### config.mk
export PLATFORM = sky130hd
export DESIGN_NAME = uart_tx_buf
export DESIGN_NICKNAME = d
export VERILOG_FILES = /design/src/rtl/uart_pkg.sv /design/src/rtl/uart_fifo.sv /design/src/rtl/uart_tx_buf.sv
export SDC_FILE = /design/constraint.sdc
export NUM_CORES = 1
export LEC_CHECK = 0
export BUFFER_PORTS_ARGS = -buffer_cell sky130_fd_sc_hd__buf_2
export CAP_MARGIN = 20
export CORE_MARGIN = 2
export CORE_UTILIZATION = 50
export DETAILED_ROUTE_END_ITERATION = 7
export MAX_ROUTING_LAYER = met4
export PLACE_DENSITY = 0.77
export SETUP_SLACK_MARGIN = 0.3
export SYNTH_ARGS = -nofsm -noshare
export SYNTH_HDL_FRONTEND = slang
export SYNTH_SLANG_ARGS = --single-unit
### constraint.sdc
create_clock -name clk -period 2.9 [get_ports clk]
set_input_delay 0.58 -clock clk [delete_from_list [all_inputs] [get_ports clk]]
set_output_delay 0.58 -clock clk [all_outputs]
set_load 0.005 [all_outputs]
### src/rtl/uart_pkg.sv
// Shared UART types: transmitter FSM states, parity mode codes and the parity helper.
package uart_pkg;

  typedef enum logic [2:0] {
    S_IDLE,
    S_START,
    S_DATA,
    S_PARITY,
    S_STOP
  } tx_state_e;

  localparam int PAR_NONE = 0;
  localparam int PAR_EVEN = 1;
  localparam int PAR_ODD  = 2;

  // Even mode sends the XOR of the data bits; odd mode sends its inverse.
  function automatic logic parity_bit(input logic [7:0] dat, input int mode);
    return (mode == PAR_ODD) ? ~^dat : ^dat;
  endfunction

endpackage

### src/rtl/uart_fifo.sv
// Synchronous FIFO; pop data is visible combinationally from the head entry (zero-cycle read).
// Backpressure: a push while full is dropped, even when a pop happens on the same edge; rdy_o is a flop equal to !full.
module uart_fifo #(
  parameter int DEPTH = 8,
  parameter int WIDTH = 8
) (
  input  logic                     clk,
  input  logic                     rst_n,
  input  logic                     push_i,
  input  logic [WIDTH-1:0]         push_dat_i,
  input  logic                     pop_i,
  output logic [WIDTH-1:0]         pop_dat_o,
  output logic                     full_o,
  output logic                     empty_o,
  output logic                     rdy_o,
  output logic [$clog2(DEPTH):0]   level_o
);

  localparam int AW = $clog2(DEPTH);
  localparam logic [AW:0] FULL_LVL = DEPTH[AW:0];

  logic [WIDTH-1:0] mem_q [DEPTH];
  logic [AW-1:0]    wrp_q, rdp_q;
  logic [AW:0]      level_q, level_d;
  logic             rdy_q;
  logic             do_push, do_pop;

  assign full_o    = (level_q == FULL_LVL);
  assign empty_o   = (level_q == '0);
  assign do_push   = push_i && !full_o;
  assign do_pop    = pop_i && !empty_o;
  assign pop_dat_o = mem_q[rdp_q];
  assign level_o   = level_q;
  assign rdy_o     = rdy_q;

  always_comb begin
    level_d = level_q;
    if (do_push && !do_pop) begin
      level_d = level_q + 1'b1;
    end else if (!do_push && do_pop) begin
      level_d = level_q - 1'b1;
    end
  end

  // Pointers are exactly AW bits wide, so they wrap modulo DEPTH for free.
  always_ff @(posedge clk or negedge rst_n) begin
    if (!rst_n) begin
      wrp_q   <= '0;
      rdp_q   <= '0;
      level_q <= '0;
      rdy_q   <= 1'b1;
    end else begin
      if (do_push) wrp_q <= wrp_q + 1'b1;
      if (do_pop)  rdp_q <= rdp_q + 1'b1;
      level_q <= level_d;
      rdy_q   <= (level_d != FULL_LVL);
    end
  end

  always_ff @(posedge clk) begin
    if (do_push) mem_q[wrp_q] <= push_dat_i;
  end

endmodule

### src/rtl/uart_tx_buf.sv
// Buffered UART transmitter: a byte pushed into an empty FIFO while idle drives o_tx low one edge later.
// Backpressure: o_rdy drops while the FIFO is full; frames run back-to-back while bytes remain queued.
module uart_tx_buf
  import uart_pkg::*;
#(
  parameter int FREQ      = 1_000_000,
  parameter int RATE      = 115_200,
  parameter int DEPTH     = 8,
  parameter int PARITY    = 0,
  parameter int STOP_BITS = 1
) (
  input  logic                     clk,
  input  logic                     rst_n,
  input  logic [7:0]               i_data,
  input  logic                     i_vld,
  output logic                     o_rdy,
  output logic                     o_tx,
  output logic                     o_busy,
  output logic [$clog2(DEPTH):0]   o_level
);

  localparam int DIV = FREQ / RATE;
  localparam int CW  = (DIV > 1) ? $clog2(DIV) : 1;
  localparam logic [CW-1:0] BAUD_LAST = CW'(DIV - 1);
  localparam logic [2:0]    STOP_LAST = 3'(STOP_BITS - 1);

  tx_state_e   state_q;
  logic [CW-1:0] baud_q;
  logic [2:0]  bit_q;
  logic [7:0]  shift_q;
  logic        par_q;
  logic        tx_q;

  logic        fifo_full, fifo_empty, fifo_rdy;
  logic [7:0]  fifo_dat;
  logic        bit_end, stop_end, pop;

  assign bit_end  = (baud_q == BAUD_LAST);
  assign stop_end = (state_q == S_STOP) && bit_end && (bit_q == STOP_LAST);
  assign pop      = !fifo_empty && ((state_q == S_IDLE) || stop_end);

  uart_fifo #(
    .DEPTH (DEPTH),
    .WIDTH (8)
  ) u_fifo (
    .clk        (clk),
    .rst_n      (rst_n),
    .push_i     (i_vld && !fifo_full),
    .push_dat_i (i_data),
    .pop_i      (pop),
    .pop_dat_o  (fifo_dat),
    .full_o     (fifo_full),
    .empty_o    (fifo_empty),
    .rdy_o      (fifo_rdy),
    .level_o    (o_level)
  );

  assign o_rdy  = fifo_rdy;
  assign o_tx   = tx_q;
  assign o_busy = (state_q != S_IDLE) || !fifo_empty;

  always_ff @(posedge clk or negedge rst_n) begin
    if (!rst_n) begin
      state_q <= S_IDLE;
      baud_q  <= '0;
      bit_q   <= '0;
      shift_q <= '0;
      par_q   <= 1'b0;
      tx_q    <= 1'b1;
    end else begin
      baud_q <= bit_end ? '0 : baud_q + 1'b1;
      case (state_q)
        S_IDLE: begin
          baud_q <= '0;
          bit_q  <= '0;
          tx_q   <= 1'b1;
          if (pop) begin
            shift_q <= fifo_dat;
            par_q   <= parity_bit(fifo_dat, PARITY);
            tx_q    <= 1'b0;
            state_q <= S_START;
          end
        end
        S_START: begin
          if (bit_end) begin
            tx_q    <= shift_q[0];
            bit_q   <= '0;
            state_q <= S_DATA;
          end
        end
        S_DATA: begin
          if (bit_end) begin
            if (bit_q == 3'd7) begin
              bit_q <= '0;
              if (PARITY != PAR_NONE) begin
                tx_q    <= par_q;
                state_q <= S_PARITY;
              end else begin
                tx_q    <= 1'b1;
                state_q <= S_STOP;
              end
            end else begin
              bit_q   <= bit_q + 1'b1;
              shift_q <= {1'b0, shift_q[7:1]};
              tx_q    <= shift_q[1];
            end
          end
        end
        S_PARITY: begin
          if (bit_end) begin
            tx_q    <= 1'b1;
            bit_q   <= '0;
            state_q <= S_STOP;
          end
        end
        S_STOP: begin
          if (bit_end) begin
            if (bit_q == STOP_LAST) begin
              bit_q <= '0;
              // Chain straight into the next frame so the line never idles between queued bytes.
              if (pop) begin
                shift_q <= fifo_dat;
                par_q   <= parity_bit(fifo_dat, PARITY);
                tx_q    <= 1'b0;
                state_q <= S_START;
              end else begin
                tx_q    <= 1'b1;
                state_q <= S_IDLE;
              end
            end else begin
              bit_q <= bit_q + 1'b1;
            end
          end
        end
        default: begin
          tx_q    <= 1'b1;
          state_q <= S_IDLE;
        end
      endcase
    end
  end

endmodule

==> qor.yml <==
status: "finished clean"
cp.required_ps: 3190
cts_hold_buf: 0
grt_usage_pct: 18.4
synthDominantCellAreaShare_pct: 46.3
numPortBuffers: 17
cts_tree: "built"
nets: 324
rows: 33
drive_gt1_share_pct: 26.2
vias: 2316
synth_nets: 297
antenna_found_initial: 0
synthTopCellsByArea: "edfxtp_1, dfrtp_1, mux4_2"
routabilityCongestion: 0.947
cp_top_family: "simple AND/OR/NAND/NOR gates"
combinationalPowerShare_pct: 17.3
netlist_instances: 277
start_util_pct: 51.1
area_delta_synth_final_pct: 10.6
swShare_pct: 29.9
power_density_nw_per_um2: 689
ios: 18
post-route-util_pct: 56.5
die_w_um: 95.2
clk_pin_slew_ps: 100
cp-start-kind: "register"
timing.setup.tns_ps: 0
clock_sinks: 93
cpPeakStageDelay_ps: 540
seq_area_frac_synth_pct: 63.8
grt_start_max_net_pins: 30
placedInstanceArea_um2: 4380
first_pass_iters: 6
criticalPathCategory: "register to register"
finalInstanceArea_um2: 4600
switchingPower_mw: 0.947
drt-total-wl_um: 7210
cp.arrival_ps: 2640
power_frac_seq_pct: 55.1
grt_pass1_wl_um: 11800
synth_top_area_cell: "edfxtp_1"
ys_warn_count: 0
drv_cap: 0
vias_per_cell: 5.59
slowest_stage: "or4b_1"
cts_resized: 0
setup_viol: 0
stdcell_count: 414
synthMostInstantiatedCell: "edfxtp_1"
dp.cells: 398
worstSkewPairLatency_ps: 370
yosysUniqueCellTypes: 57
synth.cell_area_um2: 4160
ys_ff_latch: 93
p_leak_nw: 1.73
cts_setup_buffers: 0
cpMostUsedCell: "ha_1"
die_height_um: 95.2
core_area_um2: 8130
cp_cell_sequence: "ha_1 > ha_1 > nand3b_4 > a21oi_4 > mux2i_1 > a22oi_1 > or4b_1"
whs_ps: 234
dieArea_um2: 9060
ant_nets: 0
dpl.hpwl_um: 4770
async_flop_share_pct: 31.2
first_global_vias: 2288
p_clk_share_pct: 27.7
tightest_slew_ps: 743
hp-class: "primary input to asynchronous set/reset pin"
clock_skew_ps: 10.0
critical_path.endpoint_type: "register"
path_buf_inv: 0
p_int_mw: 2.22
synth_edf_count: 64
finalCritPeriodShare_pct: 80.9
drt_iter0_markers: 163
root_buffer: "clkbuf_8"
rsz0062_at_grt: "false"
drcViolationCount: 0
synthFlopType: "edfxtp_1"
crit_path_max_fanout: 12
pre_cts_slack_ps: 564
max_freq_mhz: 426
cts_max_path_buffers: 2
synth_common_cells: "edfxtp_1, dfrtp_1, nand2_1, mux4_2, nor2_1"
grt_overflow: 0
cts-htree-levels: 3
wl_per_cell_um: 17.4
period_minus_slack_ps: 2350
finalHoldViolations: 0
ir_drop_v: 0.000456
numCtsBuffers: 9
fin_ws_ps: 553
relSlewSlack_pct: 50.5
drv_slew: 0
total_power_mw: 3.17
n_antenna_cell: 0
syn_avg_cell_area_um2: 15.0
## flip-flops by register name, indices dropped and copies added, names as in the netlist
name	cells
u_fifo.mem_q	64
shift_q	8
u_fifo.level_o	4
baud_q	3
bit_q	3
state_q	3
u_fifo.rdp_q	3
u_fifo.wrp_q	3
o_tx	1
u_fifo.rdy_o	1
## cell families (layout without fill, tap and decap cells)
| group | Yosys count | count (layout) | synth area share (%) |
|---|---|---|---|
| flops | 93 | 93 | 63.8 |
| mux | 36 | 36 | 13.8 |
| fa+ha+maj | 9 | 9 | 2.71 |
| xor+xnor | 4 | 4 | 0.843 |
| compound gates | 42 | 42 | 7.23 |
| simple gates | 73 | 73 | 9.24 |
| buf+inv | 20 | 52 | 2.41 |
## cells in the final DEF (no fill, tap or decap), types with 2 or more instances in the layout
| master | Yosys | final |
|---|---|---|
| edfxtp_1 | 64 | 64 |
| dfrtp_1 | 27 | 27 |
| nand2_1 | 26 | 26 |
| buf_2 | 4 | 17 |
| mux4_2 | 16 | 16 |
| nor2_1 | 15 | 15 |
| o21ai_0 | 14 | 14 |
| buf_4 | 1 | 11 |
| mux2i_1 | 10 | 10 |
| ha_1 | 9 | 9 |
| clkbuf_8 | 0 | 9 |
| inv_1 | 7 | 7 |
| nand2b_1 | 6 | 6 |
| mux2_2 | 6 | 6 |
| nor3_1 | 5 | 5 |
| nor2b_1 | 5 | 5 |
| nand3_1 | 4 | 4 |
| a21oi_1 | 4 | 4 |
| mux2_1 | 4 | 4 |
| xnor2_1 | 3 | 3 |
| clkinv_8 | 0 | 3 |
| a22oi_1 | 2 | 2 |
| nand3b_1 | 2 | 2 |
| a32o_1 | 2 | 2 |
| o2111ai_1 | 2 | 2 |
| o31ai_1 | 2 | 2 |
| inv_8 | 0 | 2 |
| dfstp_2 | 2 | 2 |
## final cells by class
type                       instances  area (µm²)
inverter                           8        30.0
clock inverter                     7        88.8
clock buffer                       9         124
fill                             632        3540
multi-input combinational        164        1410
tap                              105         131
sequential                        93        2650
timing repair buffer              28         168
## path summary, 6_finish.rpt
path / start / endpoint / slack (ps) / cells past startpoint
max: baud_q[0] / u_fifo.rdy_o / 550 / 7
min: rst_n / bit_q[2] / 230 / 1
max reg2reg: baud_q[0] / u_fifo.rdy_o / 550 / 7
min reg2reg: baud_q[0] / baud_q[0] / 460 / 1
max in group asynchronous: rst_n / u_fifo.rdp_q[2] / 2240 / 1
min in group clk: baud_q[0] / baud_q[0] / 460 / 1
## metal layers
metal / part of all wire, % / GRT usage (%) / wire [µm]
met1: 46 / 24.6 / 3310
met2: 50 / 28.2 / 3600
met3: 2.8 / 3.95 / 203
met4: 1.3 / 6.52 / 97
met5: 0 / - / 0
## power by group through the flow
stage | Combinational (mW) | Sequential, mW | Clock, mW
floorplan | 0.351 | 1.74 | 0
global placement | 0.538 | 1.76 | 0
detailed placement | 0.547 | 1.77 | 0
CTS | 0.549 | 1.74 | 0.896
global route | 0.605 | 1.77 | 0.950
finish | 0.546 | 1.74 | 0.876
No activity file was read; power rests on OpenSTA's default activity.
